## config.mk

```make
export PLATFORM = sky130hd
export DESIGN_NAME = playback_sequencer
export DESIGN_NICKNAME = d
export VERILOG_FILES = /design/src/rtl/playback_sequencer.sv
export SDC_FILE = /design/constraint.sdc
export NUM_CORES = 1
export LEC_CHECK = 0
export ABC_AREA = 1
export CAP_MARGIN = 20
export CORE_MARGIN = 4
export CORE_UTILIZATION = 55
export DETAILED_ROUTE_END_ITERATION = 8
export PLACE_DENSITY = 0.79
export SLEW_MARGIN = 10
export SYNTH_ARGS = -nofsm -noshare
export SYNTH_HDL_FRONTEND = slang
export SYNTH_SLANG_ARGS = --single-unit
```

## constraint.sdc

```tcl
create_clock -name clk -period 2.4 [get_ports clk]
set_clock_uncertainty 0.2 [all_clocks]
set_input_delay 0.24 -clock clk [delete_from_list [all_inputs] [get_ports clk]]
set_output_delay 0.24 -clock clk [all_outputs]
set_load 0.01 [all_outputs]
```

## src/rtl/playback_sequencer.sv

```systemverilog
// playback_sequencer
//   Walks the stored composition one position at a time. Each note is read
//   from the note memory (registered read port, 1-cycle latency), held for
//   beat_len clocks, then followed by GAP_TICKS silent clocks before the
//   next position is fetched. Reads are suppressed while the editor owns the
//   memory (edit_busy).
//
// Ports
//   clk        system clock
//   reset      asynchronous active-low reset
//   play       level, starts playback from position 0 when idle
//   stop       level, aborts playback on the next edge (beats play)
//   loop_en    at end of song restart from position 0 instead of finishing
//   beat_len   note duration in clocks, sampled as each note loads
//   edit_busy  editor owns the note memory, no reads may be issued
//   rd_en      note memory read strobe (registered)
//   rd_addr    note memory read address (registered)
//   rd_data    note memory data, valid the cycle after rd_en
//   note_out   current note code to the tone generator
//   note_valid tone enable, low during rests, gaps and idle
//   play_pos   position currently playing or being fetched
//   playing    high in every non-idle state
//   done       one-cycle pulse when playback finishes naturally
module playback_sequencer #(
  parameter int NUM_POS   = 64,
  parameter int POS_W     = 6,
  parameter int NOTE_W    = 6,
  parameter int END_CODE  = 63,
  parameter int GAP_TICKS = 2
) (
  input  logic              clk,
  input  logic              reset,
  input  logic              play,
  input  logic              stop,
  input  logic              loop_en,
  input  logic [23:0]       beat_len,
  input  logic              edit_busy,
  output logic              rd_en,
  output logic [POS_W-1:0]  rd_addr,
  input  logic [NOTE_W-1:0] rd_data,
  output logic [NOTE_W-1:0] note_out,
  output logic              note_valid,
  output logic [POS_W-1:0]  play_pos,
  output logic              playing,
  output logic              done
);

  typedef enum logic [2:0] {
    S_IDLE,
    S_FETCH,
    S_WAIT,
    S_PLAY,
    S_GAP,
    S_DONE
  } state_t;

  localparam logic [POS_W-1:0]  LAST_POS = POS_W'(NUM_POS - 1);
  localparam logic [NOTE_W-1:0] END_NOTE = NOTE_W'(END_CODE);
  localparam logic [23:0]       GAP_LOAD = (GAP_TICKS > 0) ? 24'(GAP_TICKS - 1) : '0;

  state_t      state;
  logic [23:0] cnt;

  logic at_last;
  logic advance;
  logic song_end;
  logic next_read;

  // play_pos doubles as the working position register.
  always_comb begin
    at_last   = (play_pos == LAST_POS);
    advance   = ((state == S_PLAY) && (cnt == '0) && (GAP_TICKS == 0)) ||
                ((state == S_GAP)  && (cnt == '0));
    song_end  = ((state == S_WAIT) && !rd_en && (rd_data == END_NOTE)) ||
                (advance && at_last);
    next_read = advance && !at_last;
  end

  always_ff @(posedge clk or negedge reset) begin
    if (!reset) begin
      state      <= S_IDLE;
      cnt        <= '0;
      rd_en      <= 1'b0;
      rd_addr    <= '0;
      note_out   <= '0;
      note_valid <= 1'b0;
      play_pos   <= '0;
      playing    <= 1'b0;
      done       <= 1'b0;
    end else begin
      done <= 1'b0;
      if ((state != S_IDLE) && stop) begin
        state      <= S_IDLE;
        rd_en      <= 1'b0;
        note_valid <= 1'b0;
        play_pos   <= '0;
        playing    <= 1'b0;
      end else begin
        case (state)
          S_IDLE: begin
            if (play && !stop) begin
              state    <= S_FETCH;
              play_pos <= '0;
              playing  <= 1'b1;
            end
          end
          S_FETCH: begin
            if (!edit_busy) begin
              rd_en   <= 1'b1;
              rd_addr <= play_pos;
              state   <= S_WAIT;
            end
          end
          // WAIT spans two edges: the first is the memory's capture edge
          // (rd_en still high), the second samples the returned note.
          S_WAIT: begin
            if (rd_en) begin
              rd_en <= 1'b0;
            end else if (rd_data != END_NOTE) begin
              note_out   <= rd_data;
              note_valid <= (rd_data != '0);
              cnt        <= (beat_len == '0) ? '0 : beat_len - 24'd1;
              state      <= S_PLAY;
            end
          end
          S_PLAY: begin
            if (cnt != '0) begin
              cnt <= cnt - 24'd1;
            end else if (GAP_TICKS != 0) begin
              note_valid <= 1'b0;
              cnt        <= GAP_LOAD;
              state      <= S_GAP;
            end
          end
          S_GAP: begin
            if (cnt != '0) begin
              cnt <= cnt - 24'd1;
            end
          end
          S_DONE: begin
            state   <= S_IDLE;
            playing <= 1'b0;
          end
          default: state <= S_IDLE;
        endcase

        // Advancing issues the next read on the same edge when the memory is
        // free, folding the FETCH cycle into the end of the note so the note
        // period stays beat_len + GAP_TICKS + 2.
        if (next_read) begin
          play_pos <= play_pos + 1'b1;
          if (edit_busy) begin
            state <= S_FETCH;
          end else begin
            rd_en   <= 1'b1;
            rd_addr <= play_pos + 1'b1;
            state   <= S_WAIT;
          end
        end

        // END_CODE at position 0 never loops, so an empty song cannot spin.
        if (song_end) begin
          play_pos <= '0;
          if (loop_en && (play_pos != '0)) begin
            state <= S_FETCH;
          end else begin
            state      <= S_DONE;
            done       <= 1'b1;
            note_valid <= 1'b0;
          end
        end
      end
    end
  end

endmodule

```

==> results.cfg <==
[finish]
mostFrequentLayoutCells = nand2_1 (145), nor2_1 (99), inv_1 (72)
drive_above_1_share_pct = 7.60
antenna_cells = 0
syn_to_final_growth_pct = 23.3
final_core_utilization_pct = 71.7
fin_nets = 698
nFillCells = 600
layout_commonest_cell = nand2_1
final_cells = 735

[yosys]
ys_warn_count = 0
synth_area_leaders = dfrtp_1 (32%), nand2_1 (15%), nor2_1 (9.9%), inv_1 (7.2%), nand3_1 (5.8%)
synth_ff_type = dfrtp_1
synthCells = 585
synth_fp_nets = 626
async_reset_ff_share_pct = 100
synth.distinct_cells = 35
ys_ff_latch = 49
synthSimpleGateAreaFrac_pct = 38.1
netlist_area_um2 = 3780
synth_top_family_by_area = simple AND/OR/NAND/NOR gates
synth_top_area_share_pct = 32.5
seq_area_frac_synth_pct = 32.5
synth_compound_area_share_pct = 11.6
synth_xor_area_share_pct = 7.19
yosys.area.top_type = dfrtp_1
avgSynthCellArea_um2 = 6.45
yosys.area_share.adder_pct = 1.66
synthMuxAreaShare_pct = 0
synth-edff-count = 0

[drt]
drt_wl_total_um = 10100
drtAntennaViolNets = 0
first_iter_violations = 270
first_pass_iters = 6
viasPerCell = 5.48
avgRoutedWirePerCell_um = 13.7
vias = 4030
drc = 0

[clock_tree]
cts_buffer_depth = 2
cts_sinks = 49
cts_tree = built
clk_pin_slew_ns = 0.10
clk_latency_ns = 0.31
ctsHtreeMaxLevel = 2
cts_root_buf = clkbuf_8
cts_made_buffers = 5
postCtsSetupRepairBufs = 0

[setup_path]
worstPathArrival_ns = 2.25
endpoint_kind = flip-flop
worstSetupStartpointType = flip-flop
cp_cell_sequence = inv_1 -> buf_4 -> ha_1 -> nand2_1 -> inv_1 -> nand2_1 -> nor3_1 -> buf_4 -> xor2_1 -> a21oi_1 -> a21oi_1
cp_max_fo = 7
crit_type = flip-flop to flip-flop
worstPathRequired_ns = 2.43
max_stage_delay_ns = 0.39
critical-path-slowest-cell = dfrtp_1

[power]
p_int_uw = 2300
p_switching_uw = 1960
p_total_uw = 4260
seqPwrFrac_pct = 35.1
vdd_drop_max_v = 0.000771
clkPwrFrac_pct = 11.9
p_sw_share_pct = 46.0
p_per_area_nw_per_um2 = 915
p_comb_share_pct = 53.0
p_leak_uw = 0.00214

[grt]
grt_antenna_before_repair = 0
grt_pass1_vias = 3651
grtUsageTotal_pct = 24.4
grt_pass1_wl_um = 16800
grt_remaining_overflow = 0
grt_max_degree = 27

[floorplanning]
rows = 29
die_w_um = 90.9
die_h_um = 90.9
initial_core_util_pct = 58.1
die-area_um2 = 8260
io_pins = 58
coreArea_um2 = 6490

[outcome]
status = complete, no violations

[sta]
setup_slack_ns = 0.189
hold_viol_final = 0
drv_slew = 0
fmax_mhz = 452
finalSetupViolations = 0
rsz0062_at_grt = false
fin_crit_ns = 2.21
tns_ns = 0
period_share_pct = 92.1
worst_pin_slew_ns = 0.613
relSlewSlack_pct = 59.1

[placement]
place_congestion = 0.964
dp_hpwl_um = 7900
port_buffers = 57
pre_cts_ws_ns = 0.0294
place_inst = 726

[worst_hold_path]
hp-class = input port to asynchronous set/reset pin

[job]
drv_cap = 0
-- through the flow --
step / cell area [µm²] / hold WS [ns]
2_1_floorplan: 3780 / -0.256
3_3_place_gp: 4530 / 0.0704
3_5_place_dp: 4530 / 0.0791
4_1_cts: 4630 / 0.284
5_1_grt: 4650 / 0.329
6_report: 4650 / 0.265
-- cells by family (layout without fill, tap and decap cells) --
logic type | count (synthesis) | count (layout)
flops | 49 | 49
xor+xnor | 31 | 31
fa+ha+maj | 5 | 5
simple gates | 334 | 334
buf+inv | 85 | 158
compound gates | 81 | 81
-- critical path, delay by kind of cell (launching register included) --
kind,cells,cell delay (ns)
AOI/OAI and AO/OA,2,0.22
xor gates and xnor gates,1,0.15
buffers and inverters,4,0.57
and+or+nand+nor,3,0.40
DFF,1,0.39
adders and majority gates,1,0.20
-- synth_stat cells (all sizes together), types with 2 or more instances --
master / number
nand2: 151
buf: 9
ha: 5
o21ai: 32
o21bai: 2
dfrtp: 49
a31oi: 6
inv: 75
a21oi: 29
xnor2: 12
nand3b: 2
nor3: 13
o211ai: 2
xor2: 19
nand4: 12
nand3: 45
or2: 5
nor2: 104
o22ai: 9
-- repair_timing --
action	in CTS	in global routing
gates resized for setup	0	6
hold buffers	1	0
hold endpoints to repair	24	0
endpoints found under the setup margin	0	20
-- routing by layer --
layer | wire [µm] | up-vias | global-route usage (%)
met5 | 0 | - | 0
met4 | 60 | 0 | 4.40
met3 | 707 | 9 | 3.17
met2 | 4600 | 150 | 38.5
met1 | 4720 | 1849 | 36.1
li1 | - | 2022 | -
-- path summary, 6_finish.rpt --
kind,endpoint,start,cells past startpoint,slack [ns]
setup / recovery,cnt[10],cnt[0],11,0.19
hold / removal,cnt[16],reset,2,0.27
setup reg to reg,cnt[10],cnt[0],11,0.19
hold reg to reg,note_out[5],note_out[5],2,0.29
max in group asynchronous,cnt[1],reset,3,1.18
min in group clk,note_out[5],note_out[5],2,0.29
-- sequential cells by signal, indices dropped and copies added, names as in the netlist, named ones only --
signal	count
rd_en	1
playing	1
rd_addr	5
note_valid	1
cnt	24
done	1
play_pos	6
state	3
note_out	6
-- power groups by stage --
stage                     clock network [µW]  registers [µW]  logic [µW]
after detailed placement                   0            1500        2210
final                                    507            1490        2260
after global placement                     0            1480        2160
after floorplan                            0            1470        1420
after global routing                     541            1530        2540
after CTS                                508            1480        2230
-- final cells by class --
cell class	count	area, µm²	share of cell area, %
Clock buffer	5	68.8	1.48
Sequential cell	49	1230	26.3
Timing Repair Buffer	75	728	15.6
Tap cell	77	96.3	2.07
Inverter	75	282	6.05
Clock inverter	3	22.5	0.484
Multi-Input combinational cell	451	2230	47.9
Note: power is estimated with default switching activity, not from simulation.
